[src/rtl/multicycle_ctrl.sv]
// Multi-cycle control FSM for the RV32 integer core: sequences fetch, decode,
// execute, memory and writeback for one instruction at a time.

package rv32_types_pkg;

  typedef enum logic [2:0] {
    FMT_R       = 3'd0,
    FMT_I       = 3'd1,
    FMT_S       = 3'd2,
    FMT_B       = 3'd3,
    FMT_U       = 3'd4,
    FMT_J       = 3'd5,
    FMT_INVALID = 3'd7
  } inst_format_e;

  typedef enum logic [2:0] {
    ALU_ADD  = 3'b000,
    ALU_SLL  = 3'b001,
    ALU_SLT  = 3'b010,
    ALU_SLTU = 3'b011,
    ALU_XOR  = 3'b100,
    ALU_SRL  = 3'b101,
    ALU_OR   = 3'b110,
    ALU_AND  = 3'b111
  } alu_funct3_e;

  typedef enum logic [6:0] {
    F7_NORMAL = 7'h00,
    F7_ALT    = 7'h20
  } alu_funct7_e;

endpackage

module multicycle_ctrl
  import rv32_types_pkg::*;
#(
  parameter bit HALT_ON_ILLEGAL = 1'b0,
  parameter int RETIRE_W        = 32
) (
  input  logic                clk,
  input  logic                rst_n,
  input  logic [31:0]         instr,
  input  logic                mem_done,
  input  logic                branch_taken,
  output logic                mem_req,
  output logic                mem_we,
  output logic                mem_addr_sel,
  output logic                ir_we,
  output logic                pc_we,
  output logic [1:0]          pc_src,
  output logic                alu_b_imm,
  output logic [2:0]          alu_funct3,
  output logic [6:0]          alu_funct7,
  output logic                rf_we,
  output logic [1:0]          wb_sel,
  output logic [2:0]          inst_format,
  output logic                illegal,
  output logic                halted,
  output logic [RETIRE_W-1:0] retired
);

  localparam logic [2:0] S_BOOT      = 3'd0;
  localparam logic [2:0] S_FETCH     = 3'd1;
  localparam logic [2:0] S_DECODE    = 3'd2;
  localparam logic [2:0] S_EXECUTE   = 3'd3;
  localparam logic [2:0] S_MEM       = 3'd4;
  localparam logic [2:0] S_WRITEBACK = 3'd5;
  localparam logic [2:0] S_TRAP      = 3'd6;
  localparam logic [2:0] S_HALT      = 3'd7;

  localparam logic [6:0] OPC_OP     = 7'b0110011;
  localparam logic [6:0] OPC_OPIMM  = 7'b0010011;
  localparam logic [6:0] OPC_LOAD   = 7'b0000011;
  localparam logic [6:0] OPC_JALR   = 7'b1100111;
  localparam logic [6:0] OPC_STORE  = 7'b0100011;
  localparam logic [6:0] OPC_BRANCH = 7'b1100011;
  localparam logic [6:0] OPC_LUI    = 7'b0110111;
  localparam logic [6:0] OPC_AUIPC  = 7'b0010111;
  localparam logic [6:0] OPC_JAL    = 7'b1101111;

  logic [2:0] state_q, state_d;
  logic       retire;

  logic [6:0] opcode;
  logic [2:0] funct3;
  logic [6:0] funct7;
  logic       rd_zero;
  logic       is_load, is_store, is_branch, is_jal, is_jalr, is_lui;
  logic       f3_ok;

  inst_format_e fmt;
  logic         legal;
  logic [2:0]   alu_f3;
  logic [6:0]   alu_f7;
  logic         b_imm;

  logic unused_instr_bits;

  assign opcode    = instr[6:0];
  assign funct3    = instr[14:12];
  assign funct7    = instr[31:25];
  assign rd_zero   = (instr[11:7] == 5'd0);
  assign is_load   = (opcode == OPC_LOAD);
  assign is_store  = (opcode == OPC_STORE);
  assign is_branch = (opcode == OPC_BRANCH);
  assign is_jal    = (opcode == OPC_JAL);
  assign is_jalr   = (opcode == OPC_JALR);
  assign is_lui    = (opcode == OPC_LUI);
  assign unused_instr_bits = ^instr[24:15];

  // Shifts are the only funct3 codes this ALU cannot execute.
  assign f3_ok = funct3 inside {ALU_ADD, ALU_AND, ALU_OR, ALU_XOR, ALU_SLT, ALU_SLTU};

  // NOTE: every always_comb output gets a default first so no path leaves it
  // unassigned; an unassigned path would infer a latch.
  always_comb begin
    fmt    = FMT_INVALID;
    legal  = 1'b0;
    alu_f3 = ALU_ADD;
    alu_f7 = F7_NORMAL;
    b_imm  = 1'b1;
    case (opcode)
      OPC_OP: begin
        fmt    = FMT_R;
        alu_f3 = funct3;
        alu_f7 = funct7;
        b_imm  = 1'b0;
        legal  = f3_ok &&
                 (funct7 == F7_NORMAL || (funct7 == F7_ALT && funct3 == ALU_ADD));
      end
      OPC_OPIMM: begin
        fmt    = FMT_I;
        alu_f3 = funct3;
        legal  = f3_ok;
      end
      OPC_LOAD, OPC_JALR: begin
        fmt   = FMT_I;
        legal = 1'b1;
      end
      OPC_STORE: begin
        fmt   = FMT_S;
        legal = 1'b1;
      end
      OPC_BRANCH: begin
        fmt    = FMT_B;
        alu_f7 = F7_ALT;
        b_imm  = 1'b0;
        legal  = 1'b1;
      end
      OPC_LUI, OPC_AUIPC: begin
        fmt   = FMT_U;
        legal = 1'b1;
      end
      OPC_JAL: begin
        fmt   = FMT_J;
        legal = 1'b1;
      end
      default: ;
    endcase
  end

  always_comb begin
    state_d = state_q;
    retire  = 1'b0;
    case (state_q)
      S_BOOT:   state_d = S_FETCH;
      S_FETCH:  if (mem_done) state_d = S_DECODE;
      S_DECODE: state_d = legal ? S_EXECUTE : S_TRAP;
      S_EXECUTE: begin
        if (is_branch) begin
          retire  = 1'b1;
          state_d = S_FETCH;
        end else if (is_load || is_store) begin
          state_d = S_MEM;
        end else begin
          state_d = S_WRITEBACK;
        end
      end
      S_MEM: begin
        if (mem_done) begin
          retire  = is_store;
          state_d = is_store ? S_FETCH : S_WRITEBACK;
        end
      end
      S_WRITEBACK: begin
        retire  = 1'b1;
        state_d = S_FETCH;
      end
      S_TRAP:  state_d = HALT_ON_ILLEGAL ? S_HALT : S_FETCH;
      S_HALT:  state_d = S_HALT;
      default: state_d = S_BOOT;
    endcase
  end

  // NOTE: sequential state uses non-blocking assignments so every flop samples
  // the pre-edge values, independent of block ordering.
  always_ff @(posedge clk or negedge rst_n) begin
    if (!rst_n) begin
      state_q <= S_BOOT;
      retired <= '0;
    end else begin
      state_q <= state_d;
      if (retire) retired <= retired + RETIRE_W'(1);
    end
  end

  always_comb begin
    mem_req      = 1'b0;
    mem_we       = 1'b0;
    mem_addr_sel = 1'b0;
    ir_we        = 1'b0;
    pc_we        = 1'b0;
    pc_src       = 2'd0;
    alu_b_imm    = 1'b0;
    alu_funct3   = 3'd0;
    alu_funct7   = 7'd0;
    rf_we        = 1'b0;
    wb_sel       = 2'd0;
    inst_format  = 3'd0;
    illegal      = 1'b0;
    halted       = 1'b0;

    if (state_q inside {S_DECODE, S_EXECUTE, S_MEM, S_WRITEBACK, S_TRAP})
      inst_format = fmt;

    // ALU controls stay stable through MEM and WRITEBACK, which consume its result.
    if (state_q inside {S_EXECUTE, S_MEM, S_WRITEBACK}) begin
      alu_funct3 = alu_f3;
      alu_funct7 = alu_f7;
      alu_b_imm  = b_imm;
    end

    case (state_q)
      S_FETCH: begin
        mem_req = 1'b1;
        ir_we   = mem_done;
      end
      S_EXECUTE: begin
        if (is_branch) begin
          pc_we  = 1'b1;
          pc_src = branch_taken ? 2'd1 : 2'd0;
        end
      end
      S_MEM: begin
        mem_req      = 1'b1;
        mem_addr_sel = 1'b1;
        mem_we       = is_store;
        pc_we        = is_store && mem_done;
      end
      S_WRITEBACK: begin
        rf_we  = !rd_zero;
        wb_sel = is_load ? 2'd1 : (is_jal || is_jalr) ? 2'd2 : is_lui ? 2'd3 : 2'd0;
        pc_we  = 1'b1;
        pc_src = (is_jal || is_jalr) ? 2'd1 : 2'd0;
      end
      S_TRAP: begin
        illegal = 1'b1;
        if (!HALT_ON_ILLEGAL) begin
          pc_we  = 1'b1;
          pc_src = 2'd2;
        end
      end
      S_HALT:  halted = 1'b1;
      default: ;
    endcase
  end

endmodule

[config.mk]
export PLATFORM = sky130hd
export DESIGN_NAME = multicycle_ctrl
export DESIGN_NICKNAME = d
export VERILOG_FILES = /design/src/rtl/multicycle_ctrl.sv
export SDC_FILE = /design/constraint.sdc
export NUM_CORES = 1
export LEC_CHECK = 0
export ABC_AREA = 0
export CORE_MARGIN = 2
export CORE_UTILIZATION = 30
export CTS_CLUSTER_DIAMETER = 40
export DETAILED_ROUTE_END_ITERATION = 8
export GPL_TIMING_DRIVEN = 1
export SYNTH_ARGS = -nofsm -noshare
export SYNTH_HDL_FRONTEND = slang
export SYNTH_SLANG_ARGS = --single-unit
export TNS_END_PERCENT = 1
[constraint.sdc]
create_clock -name clk -period 5.5 [get_ports clk]
set_clock_uncertainty 0.15 [all_clocks]
set_input_delay 1.1 -clock clk [delete_from_list [all_inputs] [get_ports clk]]
set_output_delay 1.1 -clock clk [all_outputs]
set_load 0.1 [all_outputs]
==> results.json, run 1 <==
{
  "status": "finished clean",
  "vias": 2053,
  "grt_util_met2": 0.225,
  "netlist_top_cells_area": "dfrtp_1, xnor2_1, and3_1",
  "post-place-ws_ns": 1.25,
  "irDropWorstVdd_v": 0.000369,
  "synth_ff_type": "dfrtp_1",
  "post-route-period-util": 0.776,
  "drtIter0Drc": 79,
  "holdBufCountCts": 0,
  "yosys_warnings": 0,
  "clk_pin_slew_ns": 0.07,
  "finalSetupViolCount": 0,
  "dpl.hpwl_um": 4000,
  "synth_seq_cells": 35,
  "postSynthAreaPerCell_um2": 9.27,
  "critPathCaptureType": "output port",
  "post_cts_buffers": 0,
  "synth_edf_count": 0,
  "top_usage_layer": "met2",
  "clock-sinks": 35,
  "ios": 94,
  "die_w_um": 88.5,
  "max_freq_mhz": 234,
  "cts_buffer_depth": 2,
  "syn_inst": 231,
  "grt.met1_usage": 0.177,
  "io_buffers": 83,
  "core-area_mm2": 0.00687,
  "synthesis.area_mm2": 0.00214,
  "h-tree-depth": 2,
  "crit_arrival_ns": 3.02,
  "worstMarginPinSlew_ns": 0.997,
  "diodes": 0,
  "initial_core_util": 0.312,
  "seq_area_frac_synth": 0.409,
  "period_needed_ns": 4.27,
  "post_drt_wl_per_cell_um": 13.0,
  "grt_pass1_vias": 1975,
  "first_pass_iters": 4,
  "clk_latency_ns": 0.29,
  "antenna_found_initial": 0,
  "final_util": 0.451,
  "grt.met3_usage": 0.0448,
  "cts_buffers": 5,
  "grt_use_total": 0.141,
  "powerDensity_mw_per_mm2": 409,
  "detail-route-antenna-nets": 0,
  "fin_tns_setup_ns": 0,
  "final.setup.worst_slack_ns": 1.23,
  "gp_congestion": 0.818,
  "via_per_inst": 5.02,
  "grt_pass1_wl_um": 8810,
  "grt_max_degree": 36,
  "syn_to_final_growth_pct": 44.7,
  "synth_top_area_frac": 0.409,
  "async_flop_share": 1.00,
  "yosysUniqueCellTypes": 43,
  "grt.overflow.total": 0,
  "min-delay-path-class": "reg -> reg",
  "rsz0062_at_grt": "false",
  "cp.required_ns": 4.25,
  "fp.dieArea_mm2": 0.00783,
  "maxCapViolations": 0,
  "route.detailed.drc": 0,
  "crit_fanout": 17,
  "relSlewSlack": 0.333,
  "synth_fp_nets": 269,
  "path_class": "in -> out",
  "drt_wl_total_um": 5330,
  "drive_gt1_frac": 0.118,
  "num_rows": 30,
  "chipHeight_um": 88.5,
  "yosys.area.top_type": "dfrtp_1",
  "leakage_nw": 1.27,
  "hold_violations": 0,
  "cts_tree": "built",
  "finalNetCount": 350,
  "cts_resized": 0,
  "finalMaxSlewViolations": 0,
  "ctsRootBufferMaster": "clkbuf_8",
  "startpoint_type": "primary input"
}
Yosys cell counts (5+ instances only):
library cell / instances
nand2_1: 17
a21oi_1: 9
inv_1: 5
and3_1: 16
and4_1: 6
nand4_1: 14
nor2b_1: 8
nand3_1: 17
and2_1: 5
clkbuf_1: 6
nor2_1: 14
dfrtp_1: 35
xnor2_1: 30
through the flow:
stage / instances / power, mW / hold slack, ns / cell area [µm²]
2_1_floorplan: 231 / 0.907 / 0.464 / 2150
5_1_grt: 409 / 1.32 / 0.361 / 3100
3_3_place_gp: 401 / 1.07 / 0.312 / 3000
4_1_cts: 409 / 1.28 / 0.332 / 3100
3_5_place_dp: 401 / 1.07 / 0.318 / 3000
6_report: 409 / 1.27 / 0.322 / 3100
critical path, stage by stage:
cell and delay (ns):
clkdlybuf4s50_1 0.76, nor2b_1 0.26, and2_1 0.20, and3_1 0.16, o21ai_0 0.06, o21ai_0 0.13
buf_4 0.34
kinds of logic after synthesis:
group | count (synthesis) | synth area share
mux | 2 | 0.0105
xor+xnor | 31 | 0.127
buf+inv | 16 | 0.0409
compound gates | 26 | 0.0830
flops | 35 | 0.409
simple gates | 119 | 0.318
fa+ha+maj | 2 | 0.0117
worst paths after layout:
check	start	cells past startpoint	slack, ns	end
worst max-delay path	instr[5]	7	1.23	pc_we
max in group asynchronous	rst_n	2	3.82	retired[0]
worst min-delay path	retired[31]	1	0.32	retired[31]
min in group asynchronous	rst_n	2	1.06	retired[3]
worst max register to register	state_q[2]	5	3.14	retired[31]
worst min register to register	retired[31]	1	0.32	retired[31]
state kept, by name (all words and copies together), names as in the netlist:
register and cells:
state_q 3, retired 32
cells in the final DEF, fill, tap and decap left out, drive strengths merged, types with 2 or more instances in the layout:
| master | count |
|---|---|
| a31oi | 3 |
| clkbuf | 7 |
| nand4 | 14 |
| nor3 | 4 |
| and4 | 6 |
| buf | 22 |
| nand3 | 17 |
| nor2 | 15 |
| nand4b | 3 |
| clkdlybuf4s50 | 63 |
| a41oi | 2 |
| ha | 2 |
| and2 | 5 |
| xnor2 | 30 |
| dfrtp | 35 |
| o22ai | 2 |
| nand2b | 4 |
| nor4b | 2 |
| nand2 | 17 |
| o21ai | 4 |
| mux2 | 2 |
| nor4 | 2 |
| a21oi | 9 |
| nor2b | 8 |
| inv | 5 |
| and3 | 16 |
layout make-up:
type                            instances  area (µm²)
Inverter                                5        18.8
Sequential cell                        35         876
Clock buffer                            7        96.3
Timing Repair Buffer                   85         796
Multi-Input combinational cell        180        1180
Fill cell                             661        3770
Clock inverter                          1        7.51
Tap cell                               96         120
layer usage:
metal	vias up	wire [µm]	part of all wire
li1	1003	-	-
met1	957	2440	0.46
met2	84	2370	0.44
met3	9	416	0.078
met4	0	104	0.020
met5	-	0	0
report_power, final:
| part | switching, mW | total (mW) | internal, mW |
|---|---|---|---|
| clock | 0.0937 | 0.208 | 0.114 |
| combinational | 0.571 | 0.736 | 0.165 |
| sequential | 0.0449 | 0.323 | 0.278 |
No activity file was read; power rests on OpenSTA's default activity.
==> inputs of run 2 (changes only) <==
- clock period: 5.5 -> 3.45 ns (I/O delays scaled with it)
==> run 2 against run 1 <==
Net effect: utilization increased by 3.2 points; combinational power increased by 85%; largest power group unchanged; non-clock buffer count increased by 6; via count decreased by 0.15%.
==> results.json, run 2 (synthesis gave the netlist of run 1 again) <==
{
  "cts_resized": 0,
  "critPathCaptureType": "output port",
  "cts_buffers": 5,
  "fp.dieArea_mm2": 0.00783,
  "vias": 2050,
  "placed_area_mm2": 0.00323,
  "grt_max_degree": 36,
  "h-tree-depth": 2,
  "worstMarginPinSlew_ns": 0.731,
  "final_cell_area_mm2": 0.00332,
  "path_class": "in -> out",
  "cts_buffer_depth": 2,
  "chipHeight_um": 88.5,
  "max_freq_mhz": 314,
  "route.detailed.drc": 0,
  "relSlewSlack": 0.512,
  "clock-sinks": 35,
  "holdBufCountCts": 0,
  "startpoint_type": "primary input",
  "gp_congestion": 0.823,
  "finalMaxSlewViolations": 0,
  "final_cells": 414,
  "syn_to_final_growth_pct": 55.0,
  "first_pass_iters": 4,
  "status": "finished clean",
  "detail-route-antenna-nets": 0,
  "largestRegisters": "retired x32, state_q x3",
  "final_cell_mix": "buf_4, dfrtp_1, xnor2_1",
  "dpl.hpwl_um": 4130,
  "crit_fanout": 8,
  "post_drt_wl_per_cell_um": 13.4,
  "largest_reg_flops": 32,
  "grt.overflow.total": 0,
  "diodes": 0,
  "finalNetCount": 356,
  "post_cts_buffers": 0,
  "grt_pass1_wl_um": 9270,
  "fill_cells": 643,
  "finalSetupViolCount": 0,
  "ctsRootBufferMaster": "clkbuf_8",
  "crit_arrival_ns": 2.34,
  "antenna_found_initial": 0,
  "rsz0062_at_grt": "false",
  "p_total_mw": 2.18,
  "grt_use_total": 0.150,
  "grt_pass1_vias": 1997,
  "die_w_um": 88.5,
  "post-route-period-util": 0.922,
  "clk_latency_ns": 0.28,
  "core-area_mm2": 0.00687,
  "drt_wl_total_um": 5540,
  "cp.required_ns": 2.61,
  "via_per_inst": 4.95,
  "irDropWorstVdd_v": 0.000440,
  "initial_core_util": 0.312,
  "largest-register": "retired",
  "ios": 94,
  "period_needed_ns": 3.18,
  "io_buffers": 83,
  "min-delay-path-class": "reg -> reg",
  "powerDensity_mw_per_mm2": 655,
  "leakage_nw": 1.43,
  "num_rows": 30,
  "drive_gt1_frac": 0.267,
  "hold_violations": 0,
  "final_common_cell": "buf_4",
  "drtIter0Drc": 84,
  "dp.cells": 407,
  "maxCapViolations": 0,
  "clk_pin_slew_ns": 0.07,
  "cts_tree": "built"
}
-- run 2: cell types whose count changed in the layout (fill, tap and decap cells not counted), sizes merged --
cell / delta
buf: +44
clkinvlp: -1
clkdlybuf4s50: -38
clkinv: +1
clkbuf: -1
-- run 2: worst max-delay path: stages --
cell and delay (ns):
clkdlybuf4s50_1 0.50, nor2_1 0.16, nand4b_1 0.19, nor2_1 0.34, and3_1 0.27, buf_12 0.19
-- run 2: power by group --
part           total, mW  leakage [nW]  internal, mW  switching (mW)
clock              0.296        0.0470         0.157           0.139
combinational       1.36         0.909         0.406           0.956
sequential         0.518         0.477         0.443          0.0744
-- run 2: worst paths after layout --
check	from	endpoint	slack (ns)	cells past startpoint
setup / recovery	instr[6]	alu_funct7[1]	0.27	6
hold / removal	retired[16]	retired[16]	0.34	1
setup reg to reg	retired[0]	retired[26]	1.17	5
hold reg to reg	retired[16]	retired[16]	0.34	1
max in group asynchronous	rst_n	retired[21]	2.17	2
min in group asynchronous	rst_n	retired[3]	0.67	2
-- run 2: metal layers --
layer	wire, µm	track usage	vias to the layer above
met2	2330	0.224	81
met4	55	0.0510	0
li1	-	-	1003
met5	0	0	-
met1	2600	0.196	960
met3	561	0.0625	6
-- run 2: metrics by stage --
step / hold slack, ns / utilization / worst slack, ns / TNS (ns)
2_1_floorplan: 0.244 / - / -0.761 / -4.97
3_3_place_gp: 0.334 / 0.470 / 0.283 / 0
3_5_place_dp: 0.327 / 0.470 / 0.257 / 0
4_1_cts: 0.337 / 0.483 / 0.254 / 0
5_1_grt: 0.356 / 0.483 / 0.108 / 0
6_report: 0.340 / 0.483 / 0.268 / 0
-- run 2: layout make-up --
class                           instances  area [µm²]  share of cell area
Tap cell                               96         120              0.0362
Clock buffer                            6        82.6              0.0249
Sequential cell                        35         876               0.264
Inverter                                5        18.8             0.00565
Multi-Input combinational cell        180        1210               0.364
Timing Repair Buffer                   91        1010               0.304
Clock inverter                          1        5.00             0.00151
